==> src/rtl/wptr_full_ctrl_if.sv <==
// Write-side bus of the async FIFO pointer controller: the producer request, the
// synchronized read pointer, and everything the controller reports back.
interface wptr_full_ctrl_if #(
    parameter int unsigned ADDR_WIDTH = 9
);
    localparam int unsigned PW = ADDR_WIDTH + 1;

    logic            w_en;
    logic            ovf_clr;
    logic [PW-1:0]   rptr_gray_sync;
    logic [PW-1:0]   wptr;
    logic [PW-1:0]   wptr_gray;
    logic [ADDR_WIDTH-1:0] waddr;
    logic            mem_we;
    logic            f_full;
    logic            f_afull;
    logic [PW-1:0]   w_level;
    logic            overflow;

    // Producer / read-pointer synchronizer side
    modport master (
        output w_en, ovf_clr, rptr_gray_sync,
        input  wptr, wptr_gray, waddr, mem_we, f_full, f_afull, w_level, overflow
    );

    // Controller side
    modport slave (
        input  w_en, ovf_clr, rptr_gray_sync,
        output wptr, wptr_gray, waddr, mem_we, f_full, f_afull, w_level, overflow
    );
endinterface

==> src/rtl/wptr_full_ctrl.sv <==
// Write-domain pointer and full-flag controller for the dual-clock FIFO.
// Keeps a binary write pointer plus a registered Gray copy for the read side, and derives
// full, almost-full, fill level and a sticky overflow flag from the synchronized read pointer.
// Every flag is registered, so rptr_gray_sync never reaches an output combinationally.
module wptr_full_ctrl #(
    parameter int unsigned ADDR_WIDTH   = 9,
    parameter int unsigned AFULL_THRESH = 500
) (
    input logic            w_clk,
    input logic            wrst,
    wptr_full_ctrl_if.slave bus
);
    localparam int unsigned PW = ADDR_WIDTH + 1;

    logic [PW-1:0] wptr_q,  wptr_d;
    logic [PW-1:0] gray_q,  gray_d;
    logic [PW-1:0] level_q, level_d;
    logic          full_q,  full_d;
    logic          afull_q, afull_d;
    logic          ovf_q,   ovf_d;

    logic          accept;
    logic [PW-1:0] rgray;
    logic [PW-1:0] rbin;
    logic [PW-1:0] full_pattern;

    assign rgray = bus.rptr_gray_sync;

    // Gray-to-binary of the synchronized read pointer: XOR prefix from the MSB down
    always_comb begin
        rbin = '0;
        rbin[PW-1] = rgray[PW-1];
        for (int i = int'(PW) - 2; i >= 0; i--) begin
            rbin[i] = rbin[i+1] ^ rgray[i];
        end
    end

    // Write is full when our Gray pointer equals the read pointer with its top two bits inverted
    assign full_pattern = {~rgray[PW-1:PW-2], rgray[PW-3:0]};

    // Next-state: pointer advance, Gray encode, flags and level from the post-write pointer
    always_comb begin
        accept  = bus.w_en & ~full_q;
        wptr_d  = wptr_q + PW'(accept);
        gray_d  = (wptr_d >> 1) ^ wptr_d;
        level_d = wptr_d - rbin;
        full_d  = (gray_d == full_pattern);
        afull_d = (32'(level_d) >= AFULL_THRESH);
        // A rejected write outranks a simultaneous clear
        ovf_d   = (bus.w_en & full_q) | (ovf_q & ~bus.ovf_clr);
    end

    // State registers, asynchronously cleared
    always_ff @(posedge w_clk or posedge wrst) begin
        if (wrst) begin
            wptr_q  <= '0;
            gray_q  <= '0;
            level_q <= '0;
            full_q  <= 1'b0;
            afull_q <= 1'b0;
            ovf_q   <= 1'b0;
        end else begin
            wptr_q  <= wptr_d;
            gray_q  <= gray_d;
            level_q <= level_d;
            full_q  <= full_d;
            afull_q <= afull_d;
            ovf_q   <= ovf_d;
        end
    end

    assign bus.wptr      = wptr_q;
    assign bus.wptr_gray = gray_q;
    assign bus.waddr     = wptr_q[ADDR_WIDTH-1:0];
    assign bus.mem_we    = accept;
    assign bus.f_full    = full_q;
    assign bus.f_afull   = afull_q;
    assign bus.w_level   = level_q;
    assign bus.overflow  = ovf_q;

    // Full implies a level of the whole depth, which always clears the almost-full threshold
    assert property (@(posedge w_clk) disable iff (wrst) full_q |-> afull_q);

endmodule
==> src/flat_wrapper.sv <==
// flat-port wrapper written by rule: the top's interface ports become plain ports
module wptr_full_ctrl_flat 
#(
    parameter int unsigned ADDR_WIDTH   = 9,
    parameter int unsigned AFULL_THRESH = 500
)
  (w_clk, wrst, bus_w_en, bus_ovf_clr, bus_rptr_gray_sync, bus_wptr, bus_wptr_gray, bus_waddr, bus_mem_we, bus_f_full, bus_f_afull, bus_w_level, bus_overflow);
  wptr_full_ctrl_if #(.ADDR_WIDTH(ADDR_WIDTH)) bus_i ();
  input logic w_clk;
  input logic wrst;
  input wire logic [$bits(bus_i.w_en)-1:0] bus_w_en;
  input wire logic [$bits(bus_i.ovf_clr)-1:0] bus_ovf_clr;
  input wire logic [$bits(bus_i.rptr_gray_sync)-1:0] bus_rptr_gray_sync;
  output wire logic [$bits(bus_i.wptr)-1:0] bus_wptr;
  output wire logic [$bits(bus_i.wptr_gray)-1:0] bus_wptr_gray;
  output wire logic [$bits(bus_i.waddr)-1:0] bus_waddr;
  output wire logic [$bits(bus_i.mem_we)-1:0] bus_mem_we;
  output wire logic [$bits(bus_i.f_full)-1:0] bus_f_full;
  output wire logic [$bits(bus_i.f_afull)-1:0] bus_f_afull;
  output wire logic [$bits(bus_i.w_level)-1:0] bus_w_level;
  output wire logic [$bits(bus_i.overflow)-1:0] bus_overflow;
  assign bus_i.w_en = bus_w_en;
  assign bus_i.ovf_clr = bus_ovf_clr;
  assign bus_i.rptr_gray_sync = bus_rptr_gray_sync;
  assign bus_wptr = bus_i.wptr;
  assign bus_wptr_gray = bus_i.wptr_gray;
  assign bus_waddr = bus_i.waddr;
  assign bus_mem_we = bus_i.mem_we;
  assign bus_f_full = bus_i.f_full;
  assign bus_f_afull = bus_i.f_afull;
  assign bus_w_level = bus_i.w_level;
  assign bus_overflow = bus_i.overflow;
  wptr_full_ctrl #(.ADDR_WIDTH(ADDR_WIDTH), .AFULL_THRESH(AFULL_THRESH)) u_core (.w_clk(w_clk), .wrst(wrst), .bus(bus_i));
endmodule
==> config.mk <==
export PLATFORM = sky130hd
export DESIGN_NAME = wptr_full_ctrl_flat
export DESIGN_NICKNAME = d
export VERILOG_FILES = /design/src/rtl/wptr_full_ctrl_if.sv /design/src/rtl/wptr_full_ctrl.sv /design/src/flat_wrapper.sv
export SDC_FILE = /design/constraint.sdc
export NUM_CORES = 1
export LEC_CHECK = 0
export ABC_AREA = 1
export CAP_MARGIN = 20
export CORE_MARGIN = 4
export CORE_UTILIZATION = 50
export CTS_BUF_LIST = sky130_fd_sc_hd__clkbuf_8
export CTS_CLUSTER_SIZE = 10
export DETAILED_ROUTE_END_ITERATION = 8
export HOLD_SLACK_MARGIN = 0.06
export PLACE_DENSITY = 0.8
export SYNTH_ARGS = -nofsm -noshare
export SYNTH_HDL_FRONTEND = slang
export SYNTH_SLANG_ARGS = --single-unit
==> constraint.sdc <==
create_clock -name w_clk -period 3.11 [get_ports w_clk]
set_input_delay 0.622 -clock w_clk [delete_from_list [all_inputs] [get_ports w_clk]]
set_output_delay 0.622 -clock w_clk [all_outputs]
set_load 0.01 [all_outputs]
==> run metrics <==
area leader, netlist dfrtp_1; number of synthesized flops with an enable pin 0; DR vias/cell between 5 and 6; H-Tree Depth 2; worst hold path depth 2; dpl cells 378; worst hold path class flip-flop to flip-flop; status finished with violations; Die X about 72 um; router iterations before antenna repair 5; Setup CP Type input pin to flip-flop; routed wire length about 9100 um; fin crit share 108.3%; clk sinks 32; first-pass GRT wire length 11420 um; routability cong. 0.8622; Cell Area, Synth 2079 um^2; commonest cells in the netlist 42 x inv_1, 39 x nand2_1, 32 x dfrtp_1, 23 x nand3_1, 19 x xor2_1; Core Area 4000 um^2; CTS Hold Bufs 0; CTS Buf Count 5; CP required 3.28 ns; clock buffer depth 2; Seq/Total Area, Yosys 38.51%; largest cells by area after synthesis dfrtp_1 39%, xor2_1 8.0%, inv_1 7.6%; R2R depth 17; Critical Path Start Type input pin; Yosys top cell area share 38.51%; yosys warns 0; final hold viol count 0; drt drc 0; worst-margin pin slew 0.4263 ns; synth unique cells 31; CP endpoint kind flip-flop; power density cells 1174 nW/um^2; most common cell in the synthesized netlist inv_1; non-filler cells, final 400; FFs w/ async S/R, synth 100.0%; pre-CTS worst setup slack -0.8533 ns; Post-Syn Instances 239; routed len/inst 22.77 um; DP Wirelength 3829 um; synth-to-layout area growth 76.17%; number of I/O pins 57; number of global-route vias before repair about 2300; setup violators final 6; RSZ-0062 raised after global routing true; R2R Path End u_core.bus.f_afull; # nets final between 300 and 400; CTS tree yes; Fmax achieved slightly below 300 MHz; Max VDD drop 0.9859 mV; Final Skew 0.009151 ns; Worst R2R Setup Slack -0.03 ns; Leakage roughly 1.7 nW; die area 5255 um^2; total nets after synthesis 265; Crit path arrival time 3.53 ns; dominant synthesized flop cell dfrtp_1; antenna violations before repair 0; Synth Register Bits 32; Routed Antenna Nets 0; DIE HEIGHT 72.49 um; WHS Endpoint u_core.bus.overflow; maxcap violations 0; GRT overflow 0; register clock-pin slew on the reported worst setup and hold paths 0.08 ns; hold path start u_core.bus.overflow; final slew viol count 0; PortBufs 56; Root Buffer clkbuf_8; largest net degree at the start of global routing 33; fraction of layout cells with a size suffix above 1 44.57%; clk_lat worst skew 0.30 ns; Tot GR Track Use 28.73%; Worst Setup Slack, final -0.2567 ns; Placement Rows 23; 1st-iter DRT viols 215; Syn Area/Cell 8.701 um^2; Slew HR 71.58%; failing checks negative setup slack; minimum clock period 3.367 ns; FF-to-FF Start u_core.bus.f_full; fill count 144; via count 2324; initial core utilization approximately half; crit path max fanout 4; # diodes 0
-- cells by family (layout without fill, tap and decap cells) --
group | count (synthesis) | count (layout) | synth area share [%]
buffers and inverters | 53 | 164 | 11.37
flip-flops | 32 | 32 | 38.51
adder cells (fa/ha/maj) | 12 | 12 | 7.581
XOR/XNOR | 26 | 26 | 12.94
AO/OA/AOI/OAI | 16 | 16 | 4.453
AND/OR/NAND/NOR | 100 | 100 | 25.15
-- critical path, cell delays in order --
cell	delay [ns]
buf_8	0.11
inv_6	0.06
nand2_4	0.05
nand3_4	0.11
nand2_4	0.09
nand2_4	0.08
nand3_4	0.12
nand2_4	0.13
nand2_4	0.08
nand3_4	0.11
nand3_4	0.12
nand3_1	0.15
nand3b_1	0.11
nand2_2	0.10
ha_4	0.16
nand3b_1	0.19
nand2_2	0.11
a21oi_2	0.21
nor2_1	0.08
nor2_1	0.18
xor2_1	0.29
nor3_2	0.09
nand3_1	0.09
nand2_1	0.07
-- where the power goes --
group	internal, W	total (W)	switching, W
Combinational	0.00148	0.00309	0.00161
Sequential	0.000616	0.000753	0.000138
Clock	0.000283	0.000455	0.000172
Total	0.00238	0.00430	0.00192
-- routing by layer --
layer	up-vias	share of wire, %	GRT usage (%)
met3	48	9.3	6.094
met4	0	4.8	13.11
met2	186	50	50.96
li1	968	-	-
met1	1122	36	32.98
met5	-	0	0
-- cell usage in the layout, fill, tap and decap left out, types with 2 or more instances in the layout --
cell type | netlist | final
buf_6 | 0 | 2
o21ai_2 | 0 | 2
inv_2 | 1 | 8
clkbuf_8 | 0 | 7
xnor2_1 | 3 | 3
nor2_1 | 7 | 6
dfrtp_1 | 32 | 32
nand2_2 | 9 | 13
nand3_4 | 0 | 14
nand3_2 | 6 | 4
xor2_2 | 1 | 3
nand2_4 | 2 | 13
nand4_1 | 3 | 3
nor3_2 | 1 | 3
nand3_1 | 23 | 11
inv_1 | 42 | 32
xor2_1 | 19 | 17
ha_1 | 11 | 2
o21ai_0 | 4 | 2
nand3b_1 | 3 | 3
ha_4 | 0 | 8
xnor2_2 | 2 | 2
clkdlybuf4s50_1 | 0 | 48
a21oi_1 | 8 | 4
dlygate4sd2_1 | 0 | 3
nand2_1 | 39 | 24
buf_4 | 10 | 55
a21oi_2 | 0 | 3
nor2_2 | 1 | 2
-- sequential cells by signal (all words and copies together) (netlist names) --
signal and cells:
u_core.bus.overflow 1, u_core.bus.wptr 9, u_core.bus.f_full 1, u_core.bus.w_level 10, u_core.bus.wptr_gray 10, u_core.bus.f_afull 1
-- how the worst max path moves through the flow --
| stage | slack, ns | startpoint | depth (start not counted) | endpoint |
|---|---|---|---|---|
| 3_3_place_gp | -0.72 | bus_rptr_gray_sync[8] | 23 | u_core.bus.f_afull |
| 2_1_floorplan | 0.02 | bus_rptr_gray_sync[9] | 23 | u_core.bus.f_afull |
| 4_1_cts | 0.02 | bus_rptr_gray_sync[6] | 21 | u_core.bus.f_afull |
| 5_1_grt | -0.32 | bus_rptr_gray_sync[8] | 24 | u_core.bus.f_afull |
| 6_report | -0.26 | bus_rptr_gray_sync[8] | 24 | u_core.bus.f_afull |
| 3_5_place_dp | -0.85 | bus_rptr_gray_sync[8] | 22 | u_core.bus.f_afull |
-- cell type report --
cell class | count | area, um^2 | share of cell area, %
clock inverters | 1 | 30.03 | 0.8197
well taps | 50 | 62.56 | 1.708
inverters | 43 | 181.4 | 4.952
multi-input cells | 154 | 1493 | 40.74
flip-flops and latches | 32 | 800.8 | 21.86
clock buffers | 7 | 96.34 | 2.630
repair buffers | 113 | 999.7 | 27.29
-- what timing repair did --
item	4_1_cts	5_1_grt
setup endpoints to repair	9	7
gates resized for setup	80	49
pin swaps	29	32
setup buffers	11	3
gates cloned	0	0
-- metrics by stage --
| step | cell area, um^2 | utilization (%) | TNS, ns | total power, W | hold WS [ns] |
|---|---|---|---|---|---|
| 2_1_floorplan | 2079 | - | 0 | 0.001882 | 0.5257 |
| 3_3_place_gp | 2950 | 73.76 | -4.267 | 0.002867 | 0.5038 |
| 3_5_place_dp | 2950 | 73.76 | -5.165 | 0.002918 | 0.5216 |
| 4_1_cts | 3465 | 86.61 | 0 | 0.003738 | 0.5346 |
| 5_1_grt | 3664 | 91.59 | -1.208 | 0.004462 | 0.5909 |
| 6_report | 3664 | 91.59 | -0.8343 | 0.004302 | 0.5734 |
No activity file was read; power rests on OpenSTA's default activity.
==> RTL change 1: new RTL, same flow settings <==
`ADDR_WIDTH` is set to 9 in 3 places; all go to 8.
--- a/src/rtl/wptr_full_ctrl_if.sv
+++ b/src/rtl/wptr_full_ctrl_if.sv
@@ -3,3 +3,3 @@
 interface wptr_full_ctrl_if #(
-    parameter int unsigned ADDR_WIDTH = 9
+    parameter int unsigned ADDR_WIDTH = 8
 );
--- a/src/rtl/wptr_full_ctrl.sv
+++ b/src/rtl/wptr_full_ctrl.sv
@@ -5,3 +5,3 @@
 module wptr_full_ctrl #(
-    parameter int unsigned ADDR_WIDTH   = 9,
+    parameter int unsigned ADDR_WIDTH   = 8,
     parameter int unsigned AFULL_THRESH = 500
--- a/src/flat_wrapper.sv
+++ b/src/flat_wrapper.sv
@@ -3,3 +3,3 @@
 #(
-    parameter int unsigned ADDR_WIDTH   = 9,
+    parameter int unsigned ADDR_WIDTH   = 8,
     parameter int unsigned AFULL_THRESH = 500
Interface: changed (5 resized); port bits go from 57 to 52. The function was not compared with the original's and may differ.
==> RTL change 1 against the original RTL <==
  * Largest power group unchanged
  * Combinational power fell by 19%
  * Count of clock-buffer cells in the layout fell by 1
  * Final area fell by 16%
  * Routed wire length fell by 33%
  * Total power fell by 19%
  * Critical path depth fell by 6
  * Worst setup slack improved by 210 ps
  * The flow still finishes with violations (setup timing)
  * Clock power fell by 31%
  * Non-clock buffer count fell by 21
  * Area after synthesis fell by 11%
  * Sequential cell count fell by 3
  * Sequential power fell by 9.6%
  * Global-route usage fell by 7.1 points
==> RTL change 1: results (changes against the original RTL) <==
metric,value,unit,change
first-pass GRT wire length,7.54,mm,-34%
worst reg2reg setup slack,380,ps,+410 ps
GP Congestion,0.859,,-0.41%
Finished Layout Cells,354,,-12%
Cells after Synth,218,,-8.8%
Hold Crit Start,u_core.bus.overflow,,
worst rel slew slack,0.756,,+0.0398
delay of the slowest cell on the worst path,470,ps,+180 ps
clk slew on worst S/H paths,60,ps,-20 ps
Pleak,1.49,nW,-15%
Commonest cells post-synth,"48 x nand2_1, 31 x inv_1, 29 x dfrtp_1, 24 x nand3_1, 12 x xor2_1",,
clk tree area frac,0.0279,,-0.00657
Layout fillers,161,,+12%
total track usage,0.216,,-0.0709
DP Wirelength,3.27,mm,-15%
final worst setup slack,-43.3,ps,+213 ps
DRT Wirelength,6.12,mm,-33%
setup bufs post-CTS,1,,-10
Synth cell types,26,,-16%
1st-pass router iterations,4,,-1
multi-input gates,145,,-5.8%
share of cells above drive strength 1,0.409,,-0.0366
complex-gate fraction of the synthesized area,0.0364,,-0.00816
M1 WL,2.35,mm,-28%
Comb. pwr,2.49,mW,-19%
adder-cell share of the synthesized area,0.0781,,+0.00230
CLK BUF,6,,-1
post-DR vias/cell,5.27,,-9.3%
Non-Clock Buffer Area Fraction,0.266,,-0.00659
# nets final,332,,-11%
Pint,1.97,mW,-17%
peak supply drop,751,µV,-24%
metal3 WL,386,µm,-55%
post-cts resize count,23,,-71%
Post-Syn Nets,242,,-8.7%
Placed Instances,339,,-10%
net switching fraction of the power,0.433,,-0.0138
DR iter-0 viols,115,,-47%
final setup fails,2,,-4
Layout Skew,8.78,ps,-0.371 ps
bufs w/o clock,92,,-19%
number of global-route vias before repair,1746,,-24%
multi-input gate share of total cell area,0.408,,about the same
sequential power share,0.196,,+0.021
outcome,"complete, but fails checks",,
met2 WL,3.14,mm,-31%
Worst Reg-to-Reg Cells,16,,-1
XOR/XNOR share of the synthesized area,0.125,,-0.00411
largest net degree at the start of global routing,30,,-9.1%
IO buf count,51,,-8.9%
CP Data Arrival Time,3340,ps,-190 ps
slowest CP cell,clkdlybuf4s50_1,,
failing checks,setup timing,,
sink of the worst hold path,u_core.bus.overflow,,
Seq/total area,0.235,,+0.0161
non-clock inverter count,35,,-19%
register area share after synthesis,0.391,,+0.00549
RTL change 1: cell count changes in the layout (fill, tap and decap cells not counted), moves of 4 or more:
| cell | before | now |
|---|---|---|
| buf_4 | 55 | 41 |
| nand2_1 | 24 | 35 |
| inv_1 | 32 | 25 |
| nand3_2 | 4 | 11 |
| xor2_1 | 17 | 11 |
| nand2_4 | 13 | 8 |
| nand3_1 | 11 | 6 |
| ha_4 | 8 | 4 |
RTL change 1: routing by layer:
layer / GRT usage / vias to the layer above
met5: 0 / -
met4: 0.0754 / 0
met3: 0.0519 / 30
met2: 0.380 / 90
met1: 0.257 / 898
li1: - / 848
RTL change 1: worst min-delay path: stages (launching register included):
cell,delay (ps)
dfrtp_1,380
inv_1,60
o21ai_0,70
RTL change 1: worst max-delay path by stage:
stage | startpoint | to | slack, ps | depth (start not counted)
floorplan | bus_rptr_gray_sync[8] | u_core.bus.f_afull | 130 | 23
global placement | bus_rptr_gray_sync[7] | u_core.bus.f_afull | -570 | 25
detailed placement | bus_rptr_gray_sync[7] | u_core.bus.f_afull | -730 | 25
CTS | bus_rptr_gray_sync[8] | u_core.bus.f_afull | 20 | 25
global route | bus_rptr_gray_sync[6] | u_core.bus.f_afull | -170 | 24
finish | bus_w_en | u_core.bus.f_afull | -40 | 18
RTL change 1: through the flow:
step | util | setup slack (ps) | hold WS (ps) | setup TNS, ps | cell area [µm²]
floorplan | - | 131 | 526 | 0 | 1860
CTS | 0.795 | 16.1 | 526 | 0 | 2760
global route | 0.891 | -165 | 581 | -379 | 3090
global placement | 0.751 | -571 | 492 | -2360 | 2610
finish | 0.891 | -43.3 | 548 | -45.6 | 3090
detailed placement | 0.751 | -728 | 507 | -3230 | 2610
==> RTL change 2: new RTL, same settings <==
Without the edit above. `AFULL_THRESH` is set to 500 in 2 places; all go to 375.
--- a/src/rtl/wptr_full_ctrl.sv
+++ b/src/rtl/wptr_full_ctrl.sv
@@ -6,3 +6,3 @@
     parameter int unsigned ADDR_WIDTH   = 9,
-    parameter int unsigned AFULL_THRESH = 500
+    parameter int unsigned AFULL_THRESH = 375
 ) (
--- a/src/flat_wrapper.sv
+++ b/src/flat_wrapper.sv
@@ -4,3 +4,3 @@
     parameter int unsigned ADDR_WIDTH   = 9,
-    parameter int unsigned AFULL_THRESH = 500
+    parameter int unsigned AFULL_THRESH = 375
 )
Formal check against the unedited RTL: not equivalent (a bounded check fails within 4 cycles, from zero or initial values and one cycle with wrst high).
==> RTL change 2 against the original RTL <==
  * The run still ends with setup timing left
  * Total power decreased by 13%
  * Core utilization decreased by 0.41 points
  * Sequential cell count unchanged
  * Final area shrank 6.1%
  * Synthesized cell count down 0.42%
  * Register-to-register slack better by 120 ps
  * Sequential share of layout area increased by 1.4 points
  * Routed wire length down 9.2%
  * Area after synthesis fell by 3.2%
  * Worst setup slack got worse by 110 ps
  * First-iteration DRC count rose by 12%
  * Global-route usage is 2.9 points lower
  * Count of clock-buffer cells in the layout unchanged
  * Critical path type unchanged
  * Critical endpoint unchanged
  * Largest cell class unchanged
==> RTL change 2: results (changes against the original RTL) <==
metric,value,unit,change
worst reg2reg setup slack,90,ps,+120 ps
met2 Usage GRT,0.455,,-0.0545
register area share after synthesis,0.398,,+0.0129
met2 WL,3.99,mm,-12%
Layout Skew,6.36,ps,-2.79 ps
peak supply drop,842,µV,-15%
net switching fraction of the power,0.424,,-0.0233
GP Congestion,0.891,,+3.3%
Pleak,1.74,nW,-0.20%
DR iter-0 viols,240,,+12%
outcome,"complete, but fails checks",,
share of cells above drive strength 1,0.383,,-0.0626
final worst setup slack,-368,ps,-112 ps
DRT Wirelength,8.27,mm,-9.2%
syn_area_per_cell,8.45,µm²,-2.8%
number of global-route vias before repair,2165,,-5.3%
sequential cell power,735,µW,-2%
via count,2315,,-0.39%
bufs w/o clock,119,,+5.3%
clk tree area frac,0.0368,,+0.00226
total track usage,0.258,,-0.0291
met3 GRT Util,0.0575,,-0.00344
post-cts resize count,56,,-30%
Post-Syn Nets,264,,-0.38%
slowest CP cell,fa_2,,
Non-Clock Buffer Area Fraction,0.304,,+0.0313
Seq/total area,0.233,,+0.0143
Placed Instances,379,,+0.26%
Commonest cells post-synth,"53 x nand2_1, 39 x inv_1, 32 x dfrtp_1, 23 x nand3_1, 19 x xor2_1",,
multi-input gate share of total cell area,0.363,,-0.0443
hold crit path type,reg -> reg,,
multi-input gates,157,,+1.9%
first-pass GRT wire length,10.2,mm,-10%
CP Data Arrival Time,3720,ps,+190 ps
seq_cells,32,,unchanged
metal3 WL,740,µm,-13%
DP Wirelength,3.68,mm,-3.9%
Synth cell types,24,,-23%
Comb. pwr,2.58,mW,-17%
non-clock inverter count,39,,-9.3%
failing checks,setup timing,,
final setup fails,4,,-2
met1 usage,0.294,,-0.0357
M1 WL,2.90,mm,-12%
delay of the slowest cell on the worst path,390,ps,+100 ps
RTL change 2: changes by cell type in the layout (fill, tap and decap cells not counted), moves of 5 or more:
| cell | unedited run | this run |
|---|---|---|
| nand3_4 | 14 | 9 |
| nand3_2 | 4 | 10 |
| ha_4 | 8 | 1 |
| nand2_1 | 24 | 44 |
| ha_1 | 2 | 8 |
| buf_4 | 55 | 63 |
| inv_2 | 8 | 3 |
RTL change 2: cell families after synthesis:
group / after synthesis / synth area share
AOI/OAI and AO/OA: 14 / 0.0410
xor gates and xnor gates: 23 / 0.104
adders and majority gates: 12 / 0.0784
buffers and inverters: 49 / 0.110
DFF: 32 / 0.398
and+or+nand+nor: 108 / 0.269
RTL change 2: stage by stage:
stage	instance area, µm²	power [mW]	setup WS [ps]	setup TNS (ps)	hold slack (ps)
after floorplan	2050	1.80	-46.0	-46.0	526
after global placement	2950	2.80	-733	-3440	506
after detailed placement	2950	2.85	-856	-4520	536
after CTS	3280	3.45	-43.7	-43.7	545
after global routing	3440	3.94	-533	-1980	597
final	3440	3.76	-368	-839	539
RTL change 2: how the worst min path moves through the flow:
stage,end,cells after the start,start
floorplan,u_core.bus.overflow,2,u_core.bus.f_full
global placement,u_core.bus.overflow,2,u_core.bus.f_full
detailed placement,u_core.bus.overflow,2,u_core.bus.overflow
CTS,u_core.bus.overflow,2,u_core.bus.overflow
global route,u_core.bus.overflow,2,u_core.bus.overflow
finish,u_core.bus.overflow,2,u_core.bus.overflow
RTL change 2: worst reg2reg max path, delay by kind of cell (launching register included):
family,cells,cell delay (ps)
simple gates,9,830
fa+ha+maj,2,610
compound gates,3,520
xor+xnor,2,450
flops,1,410
buf+inv,1,130
